File: src/rtl/rdec_pkg.sv
// Shared constants and types for the register-bank write-enable sequencer.
package rdec_pkg;

    localparam logic [1:0] SRC_NONE  = 2'd0;
    localparam logic [1:0] SRC_INSTR = 2'd1;
    localparam logic [1:0] SRC_MICRO = 2'd2;
    localparam logic [1:0] SRC_BURST = 2'd3;

    localparam int BCAST_CODE_DEF = 31;

    typedef enum logic {
        IDLE  = 1'b0,
        BURST = 1'b1
    } state_t;

endpackage

File: src/rtl/rdec_seq_if.sv
// Request/strobe bundle between the control unit (master) and the sequencer (slave).
interface rdec_seq_if #(
    parameter int NUM_REGS = 19,
    parameter int SEL_W    = 5,
    parameter int BLEN_W   = 3
);
    logic                req;
    logic                ready;
    logic [1:0]          src_sel;
    logic [SEL_W-1:0]    instr_dst;
    logic [SEL_W-1:0]    micro_dst;
    logic [BLEN_W-1:0]   burst_len;
    logic [NUM_REGS-1:0] wr_en;
    logic                busy;
    logic                err;

    modport master (
        output req, src_sel, instr_dst, micro_dst, burst_len,
        input  ready, wr_en, busy, err
    );

    modport slave (
        input  req, src_sel, instr_dst, micro_dst, burst_len,
        output ready, wr_en, busy, err
    );
endinterface

File: src/rtl/rdec_onehot.sv
// Combinational destination-code decoder: code -> one-hot strobe vector plus illegal flag.
// Zero latency; no flow control.
module rdec_onehot #(
    parameter int NUM_REGS   = 19,
    parameter int SEL_W      = 5,
    parameter int BCAST_CODE = 31,
    parameter bit MSB_FIRST  = 1'b1
) (
    input  logic [SEL_W-1:0]    code,
    output logic [NUM_REGS-1:0] onehot,
    output logic                illegal
);
    localparam logic [SEL_W-1:0] BC = SEL_W'(BCAST_CODE);
    localparam logic [SEL_W-1:0] NR = SEL_W'(NUM_REGS);

    always_comb begin
        onehot  = '0;
        illegal = 1'b0;
        if (code == BC) begin
            onehot = '1;
        end else if (code > NR) begin
            illegal = 1'b1;
        end else begin
            // code 0 matches no bit, so it decodes to all zeros without error
            for (int i = 0; i < NUM_REGS; i++) begin
                onehot[i] = (code == (MSB_FIRST ? SEL_W'(NUM_REGS - i) : SEL_W'(i + 1)));
            end
        end
    end
endmodule

File: src/rtl/rdec_seq.sv
// Register-bank write-enable sequencer: single, broadcast and burst strobes, one cycle after accept.
// ready is low while a burst is stepping; requests are held off until it returns to IDLE.
module rdec_seq
    import rdec_pkg::*;
#(
    parameter int NUM_REGS   = 19,
    parameter int SEL_W      = 5,
    parameter int BCAST_CODE = BCAST_CODE_DEF,
    parameter bit MSB_FIRST  = 1'b1,
    parameter int BLEN_W     = 3
) (
    input  logic       Clock,
    input  logic       Reset_n,
    rdec_seq_if.slave  bus
);
    localparam int             CW   = SEL_W + 1;
    localparam logic [CW-1:0]  LAST = CW'(NUM_REGS);

    state_t              state_q, state_d;
    logic [CW-1:0]       code_q, code_d;
    logic [BLEN_W-1:0]   rem_q, rem_d;
    logic [NUM_REGS-1:0] wr_q, wr_d;
    logic                err_q, err_d;
    logic [SEL_W-1:0]    dec_code;
    logic [NUM_REGS-1:0] dec_onehot;
    logic                dec_illegal;

    rdec_onehot #(
        .NUM_REGS   (NUM_REGS),
        .SEL_W      (SEL_W),
        .BCAST_CODE (BCAST_CODE),
        .MSB_FIRST  (MSB_FIRST)
    ) u_dec (
        .code    (dec_code),
        .onehot  (dec_onehot),
        .illegal (dec_illegal)
    );

    always_comb begin
        dec_code = bus.micro_dst;
        if (state_q == BURST) begin
            dec_code = code_q[SEL_W-1:0];
        end else if (bus.src_sel == SRC_INSTR) begin
            dec_code = bus.instr_dst;
        end
    end

    always_comb begin
        state_d = state_q;
        code_d  = code_q;
        rem_d   = rem_q;
        wr_d    = '0;
        err_d   = 1'b0;
        case (state_q)
            IDLE: begin
                if (bus.req) begin
                    case (bus.src_sel)
                        SRC_INSTR, SRC_MICRO: begin
                            wr_d  = dec_onehot;
                            err_d = dec_illegal;
                        end
                        SRC_BURST: begin
                            if (bus.burst_len <= BLEN_W'(1) || bus.micro_dst == SEL_W'(BCAST_CODE)) begin
                                wr_d  = dec_onehot;
                                err_d = dec_illegal;
                            end else if (bus.micro_dst == '0 || dec_illegal) begin
                                err_d = 1'b1;
                            end else begin
                                wr_d    = dec_onehot;
                                code_d  = {1'b0, bus.micro_dst} + CW'(1);
                                rem_d   = bus.burst_len - BLEN_W'(1);
                                state_d = BURST;
                            end
                        end
                        default: ;
                    endcase
                end
            end
            BURST: begin
                // Running past the last register ends the burst with an error instead of wrapping
                if (code_q > LAST) begin
                    err_d   = 1'b1;
                    code_d  = '0;
                    rem_d   = '0;
                    state_d = IDLE;
                end else begin
                    wr_d   = dec_onehot;
                    code_d = code_q + CW'(1);
                    rem_d  = rem_q - BLEN_W'(1);
                    if (rem_q == BLEN_W'(1)) begin
                        state_d = IDLE;
                    end
                end
            end
            default: state_d = IDLE;
        endcase
    end

    always_ff @(posedge Clock or negedge Reset_n) begin
        if (!Reset_n) begin
            state_q <= IDLE;
            code_q  <= '0;
            rem_q   <= '0;
            wr_q    <= '0;
            err_q   <= 1'b0;
        end else begin
            state_q <= state_d;
            code_q  <= code_d;
            rem_q   <= rem_d;
            wr_q    <= wr_d;
            err_q   <= err_d;
        end
    end

    assign bus.ready = (state_q == IDLE);
    assign bus.busy  = (state_q == BURST);
    assign bus.wr_en = wr_q;
    assign bus.err   = err_q;

endmodule

File: src/flat_wrapper.sv
// flat-port wrapper written by rule: the top's interface ports become plain ports
module rdec_seq_flat import rdec_pkg::*;
#(
    parameter int NUM_REGS   = 19,
    parameter int SEL_W      = 5,
    parameter int BCAST_CODE = BCAST_CODE_DEF,
    parameter bit MSB_FIRST  = 1'b1,
    parameter int BLEN_W     = 3
)
  (Clock, Reset_n, bus_req, bus_src_sel, bus_instr_dst, bus_micro_dst, bus_burst_len, bus_ready, bus_wr_en, bus_busy, bus_err);
  rdec_seq_if #(.NUM_REGS(NUM_REGS), .SEL_W(SEL_W), .BLEN_W(BLEN_W)) bus_i ();
  input  logic Clock;
  input  logic Reset_n;
  input wire logic [$bits(bus_i.req)-1:0] bus_req;
  input wire logic [$bits(bus_i.src_sel)-1:0] bus_src_sel;
  input wire logic [$bits(bus_i.instr_dst)-1:0] bus_instr_dst;
  input wire logic [$bits(bus_i.micro_dst)-1:0] bus_micro_dst;
  input wire logic [$bits(bus_i.burst_len)-1:0] bus_burst_len;
  output wire logic [$bits(bus_i.ready)-1:0] bus_ready;
  output wire logic [$bits(bus_i.wr_en)-1:0] bus_wr_en;
  output wire logic [$bits(bus_i.busy)-1:0] bus_busy;
  output wire logic [$bits(bus_i.err)-1:0] bus_err;
  assign bus_i.req = bus_req;
  assign bus_i.src_sel = bus_src_sel;
  assign bus_i.instr_dst = bus_instr_dst;
  assign bus_i.micro_dst = bus_micro_dst;
  assign bus_i.burst_len = bus_burst_len;
  assign bus_ready = bus_i.ready;
  assign bus_wr_en = bus_i.wr_en;
  assign bus_busy = bus_i.busy;
  assign bus_err = bus_i.err;
  rdec_seq #(.NUM_REGS(NUM_REGS), .SEL_W(SEL_W), .BCAST_CODE(BCAST_CODE), .MSB_FIRST(MSB_FIRST), .BLEN_W(BLEN_W)) u_core (.Clock(Clock), .Reset_n(Reset_n), .bus(bus_i));
endmodule
File: config.mk
export PLATFORM = sky130hd
export DESIGN_NAME = rdec_seq_flat
export DESIGN_NICKNAME = d
export VERILOG_FILES = /design/src/rtl/rdec_pkg.sv /design/src/rtl/rdec_seq_if.sv /design/src/rtl/rdec_onehot.sv /design/src/rtl/rdec_seq.sv /design/src/flat_wrapper.sv
export SDC_FILE = /design/constraint.sdc
export NUM_CORES = 1
export LEC_CHECK = 0
export BUFFER_PORTS_ARGS = -buffer_cell sky130_fd_sc_hd__buf_2
export CAP_MARGIN = 15
export CORE_ASPECT_RATIO = 1.5
export CORE_MARGIN = 1.5
export CORE_UTILIZATION = 45
export DETAILED_ROUTE_END_ITERATION = 7
export PLACE_DENSITY_LB_ADDON = 0.25
export SLEW_MARGIN = 20
export SYNTH_ARGS = -nofsm -noshare
export SYNTH_HDL_FRONTEND = slang
export SYNTH_SLANG_ARGS = --single-unit
File: constraint.sdc
create_clock -name Clock -period 6.1 [get_ports Clock]
set_clock_uncertainty 0.05 [all_clocks]
set_input_delay 0.305 -clock Clock [delete_from_list [all_inputs] [get_ports Clock]]
set_output_delay 0.305 -clock Clock [all_outputs]
set_load 0.03 [all_outputs]
Yosys cells after proc, flatten, opt, wreduce, memory -nomap -nowiden

Cells that the tools add are included.

Memories kept: 0
Output and inout port bits: 22
Bits of input ports: 18
Word-level logic and storage cells: 84
RAM bits: 0
Bits in read-only memories: 0
Latch bits: 0
Flip-flop bits (word level): 30

Bitwise logic cells: 1
$mul: 0
Shifts and indexed selects: 0
$add $sub $neg: 4
Div/mod/pow operators: 0
$lt $le $gt $ge: 3
Eq/ne operators: 29
Muxes and demuxes: 37
Reductions and logical operators: 5

Operators by type and width:

| kind                                                                 | number |
|---|---|
| 19-bit two-way mux                                                   | 6 |
| 19-bit one-hot mux with 2 select lines                               | 2 |
| 5-bit by 4-bit == test with 1-bit output, second input constant      | 8 |
| 5-bit == test, second input constant                                 | 6 |
| 6-bit two-way mux                                                    | 5 |
| 5-bit by 3-bit == test with 1-bit output, second input constant      | 4 |
| 3-bit two-way mux                                                    | 5 |
| 1-bit two-way mux                                                    | 12 |
| 6-bit one-hot mux with 2 select lines                                | 1 |
| 5-bit by 2-bit == test with 1-bit output, second input constant      | 2 |
| 5-bit two-way mux                                                    | 2 |
| 5-bit by 1-bit adder with 6-bit output, second input constant        | 1 |
| 6-bit by 1-bit adder with 6-bit output, second input constant        | 1 |
| 6-bit by 5-bit > comparator with 1-bit output, second input constant | 1 |
| 2-bit inequality test, second input constant                         | 3 |
| 1-bit one-hot mux with 2 select lines                                | 3 |
| 3-bit one-hot mux with 2 select lines                                | 1 |
| 3-bit by 1-bit subtractor with 3-bit output, second input constant   | 2 |
| 5-bit by 1-bit == test with 1-bit output, second input constant      | 1 |
| 5-bit > comparator, second input constant                            | 1 |
| 5-bit logical NOT                                                    | 1 |
| 2-bit == test, second input constant                                 | 2 |
| 4-bit AND reduction                                                  | 1 |
| 3-bit by 1-bit == test with 1-bit output, second input constant      | 1 |
| other kinds (6)                                                      | 7 |

Longest topological paths before layout

Depth in word-level cells: 12
Depth in mapped cells: 10

Cells and area by module

From an unflattened synthesis, not the netlist that was laid out.

Cells, all modules: 248
Area total of the unflattened synthesis: 2100.8 µm²

Modules (own cells, without submodules):

| module      | area each (µm²) | instances | cells each |
|---|---|---|---|
| rdec_seq    | 1694.1          | 1         | 178 |
| rdec_onehot | 406.6           | 1         | 70 |

Worst setup path after synthesis

OpenSTA, ideal clock, no wires.

Path type: register -> register
From: register u_core.state_q (netlist: u_core.bus.busy)
To: register u_core.code_q[1]
Cell stages (with the launch flop): 9
Path slack: 3.448 ns
Arrival time: 2.477 ns
Data required time: 5.925 ns
Path buffers: 2
Cell sequence: dfrtp_1 -> buf_2 -> inv_2 -> mux2i_1 -> or4_4 -> buf_6 -> a211oi_4 -> nor2_4 -> mux2_4

RTL lines:

| what                                                                                                       | line               | text |
|---|---|---|
| from (decl)                                                                                                | rdec_seq.sv:19     | `state_t state_q, state_d;` |
| from (signal assigned)                                                                                     | rdec_seq.sv:107    | `state_q <= state_d;` |
| 1-bit NOT *                                                                                                | -                  |  |
| named net bus_ready                                                                                        | flat_wrapper.sv:19 | `output wire logic [$bits(bus_i.ready)-1:0] bus_ready;` |
| 2-bit inequality test (no line) / 2-bit by 1-bit inequality test with 1-bit output (equally long branches) | -                  |  |
| 4-bit AND reduction (no line)                                                                              | -                  |  |
| to (signal assigned)                                                                                       | rdec_seq.sv:108    | `code_q <= code_d;` |
| to (decl)                                                                                                  | rdec_seq.sv:20     | `logic [CW-1:0] code_q, code_d;` |

The timed path passes the listed nets; every way through them passes the cells marked *.
A chain may end at the register's enable or synchronous reset.

Worst setup path in the final report

From: register u_core.state_q (netlist: u_core.bus.busy)
To: register u_core.code_q[3]

Cells in the longest elaborated chain, start to end: 7

Ends and longest elaborated chain:

| what                            | line              | text |
|---|---|---|
| 5-bit two-way mux               | rdec_seq.sv:41    | `if (state_q == BURST) begin` |
| 5-bit > comparator              | rdec_onehot.sv:21 | `end else if (code > NR) begin` |
| 1-bit two-way mux               | rdec_onehot.sv:21 |  |
| 1-bit two-way mux               | rdec_onehot.sv:19 | `if (code == BC) begin` |
| 1-bit logical OR                | rdec_seq.sv:66    | `end else if (bus.micro_dst == '0 \|\| dec_illegal) begin` |
| 2-bit inequality test (no line) | -                 |  |
| 4-bit AND reduction (no line)   | -                 |  |

Several ways; a longest one is shown, not always the timed one.

==> reports/summary.txt <==
Clock latency on the worst-skew pair -> 280 ps
Required @ worst endpoint -> 6220 ps
Async S/R FF share, synth -> 100%
Syn Nets -> 232
Slew Viols, Final -> 0
Remaining global-route overflow -> 0
Post-CTS Resized -> 0
Critical path launch point type -> register
Ant diodes -> 0
CP Launch Point -> u_core.bus.busy
Worst r2r src -> u_core.bus.busy
Post-synthesis sequential area ratio -> 39.8%
Clock sink total -> 30
Clk buf depth -> 2
Hold buffer count at cts -> 0
Endpoints failing hold -> 0
Post-Syn Area per Cell -> 9.33 um2
Post-DRT Antenna Nets -> 0
Largest area contributor in the netlist -> dfrtp_1
Yosys reg bits -> 30
Core Area -> 0.00399 mm2
Cells after DPL -> 276
Post-synth EDFFs -> 0
Initial antenna violation count -> 0
CP Max Fanout -> 27
Global placement routability congestion -> 0.814
Initial core utilization -> 47.2%
DIE AREA -> 0.00460 mm2
Largest net degree at the start of global routing -> 31
H-tree depth -> 2
Tmin final -> 3150 ps
DR WL/cell -> 15.7 um
First-pass GRT wire length -> 6.99 mm
Slew HR -> 45.4%
Cell with the most instances after synthesis -> dfrtp_1
Finished Layout Cells -> 284
Worst-path clk slew -> 70 ps
Layout area overhead -> 16.0%
Worst vdd ir -> 0.242 mV
Maxcap violations -> 0
Drt drc -> 0
Hpwl dp -> 3.28 mm
CP Capture Type -> register
Top post-synthesis cells by area -> dfrtp_1 (40%), ha_1 (8.0%), mux2i_1 (4.8%), nor3_1 (4.2%), a21oi_1 (3.2%)
Cell Area, Synth -> 0.00189 mm2
Fmax -> 0.318 GHz
Layout cell share with drive strength beyond 1 -> 25.5%
Setup CP Type -> register to register
Row Count -> 28
GRT Overall Usage -> 19.9%
Chip height -> 82.3 um
Distinct cells, synth -> 43
Die X-Extent -> 55.9 um
Nets -> 268
Crit path DAT -> 3270 ps
Pwr Density -> 435 mW/mm2
DR iter-0 viols -> 77
Top_reg_cell synth -> dfrtp_1
Crit share post-route -> 51.6%
Share of the synthesized area in the top cell type -> 39.8%
Status -> completed
Drt first pass iters -> 4
Post-Route WL -> 4.45 mm
Post-Syn Instances -> 202
Io pins -> 40
Hold Path Class -> primary input to asynchronous set/reset pin
Vias in the first global route -> 1509
Setup bufs post-CTS -> 0
Vias post-DR -> 1593
Final setup vio count -> 0
Post-route setup TNS -> 0 ps
Port Buffers -> 39
TritonCTS clock tree -> yes
RSZ-0062 raised after global routing -> false
CTS root buf -> clkbuf_8
Post-synth top cells -> dfrtp_1 (30), nor2_1 (16), nor3_1 (16)
Lkg Pwr -> 1.06 nW
Cts bufs inserted -> 5
Total power -> 0.952 mW
Worst Tran Pin Value -> 820 ps
Syn. warnings -> 0
Vias/cell -> 5.61
placed cells by master (no fill, tap or decap), types with 2 or more instances in the layout:
cell type / count
o22ai_1: 5
nor3_1: 16
and3_1: 3
dfrtp_1: 30
a21oi_1: 12
nor2_1: 16
xnor2_1: 4
nor4_1: 9
o31ai_1: 2
ha_1: 12
buf_2: 39
o21a_1: 4
nand2_1: 10
clkbuf_8: 6
xor2_1: 4
o21ai_0: 6
o21ai_1: 3
o2bb2ai_1: 2
nand2b_1: 4
inv_1: 9
mux2_4: 4
buf_4: 2
a22oi_1: 2
mux2i_1: 9
nand3_1: 7
final cells by class:
| cell class | count | area, um2 |
|---|---|---|
| clock inverter | 1 | 5.00 |
| sequential | 30 | 751 |
| clock buffer | 7 | 86.3 |
| tap | 45 | 56.3 |
| multi-input combinational | 150 | 1040 |
| fill | 385 | 1810 |
| timing repair buffer | 41 | 210 |
| inverter | 10 | 37.5 |
layer usage:
| metal | up-vias | global-route usage (%) | share of wire [%] |
|---|---|---|---|
| met2 | 33 | 36.2 | 53 |
| met1 | 760 | 23.1 | 42 |
| met4 | 0 | 8.33 | 1.4 |
| met5 | - | 0 | 0 |
| met3 | 7 | 3.58 | 3.6 |
| li1 | 793 | - | - |
state kept, by name (all words and copies together) (netlist names):
signal and flops:
u_core.bus.wr_en 19, u_core.code_q 6, u_core.bus.busy 1, u_core.rem_q 3, u_core.bus.err 1
where the power goes:
group	leakage, nW	internal, mW	switching, mW	total, mW
sequential	0.403	0.243	0.0616	0.305
clock	0.0482	0.0908	0.0744	0.165
combinational	0.606	0.179	0.303	0.482
total	1.06	0.513	0.439	0.952
cells by family (layout without fill, tap and decap cells):
kind of cell | Yosys count | in the layout | synth area share [%]
adders and majority gates | 12 | 12 | 7.96
DFF | 30 | 30 | 39.8
xor gates and xnor gates | 8 | 8 | 3.72
buffers and inverters | 22 | 59 | 4.98
and+or+nand+nor | 75 | 75 | 20.8
AOI/OAI and AO/OA | 41 | 41 | 14.1
muxes | 14 | 14 | 8.56
final timing paths:
check / cells past startpoint / to / slack (ps)
min in group Clock: 3 / u_core.code_q[5] / 280
max: 7 / u_core.code_q[3] / 2950
max reg2reg: 7 / u_core.code_q[3] / 2950
max in group asynchronous: 1 / u_core.rem_q[1] / 5540
min: 1 / u_core.code_q[2] / 6
min reg2reg: 2 / u_core.code_q[5] / 490
per-stage QoR:
stage	cell area, um2	setup WS (ps)	util, %	hold slack (ps)
6_report	2190	2950	54.8	5.87
5_1_grt	2190	2790	54.8	63.6
4_1_cts	2190	2980	54.8	25.2
3_5_place_dp	2100	2990	52.5	330
3_3_place_gp	2100	3030	52.5	328
2_1_floorplan	1890	3450	-	-40.6
worst max-delay path, stage by stage (launching register included):
cell and delay [ps]:
dfrtp_1 880, inv_2 190, mux2i_1 160, buf_4 210, or4_4 590, a211oi_4 520
nor2_4 100, mux2_4 330
Note: power is estimated with default switching activity, not from simulation.
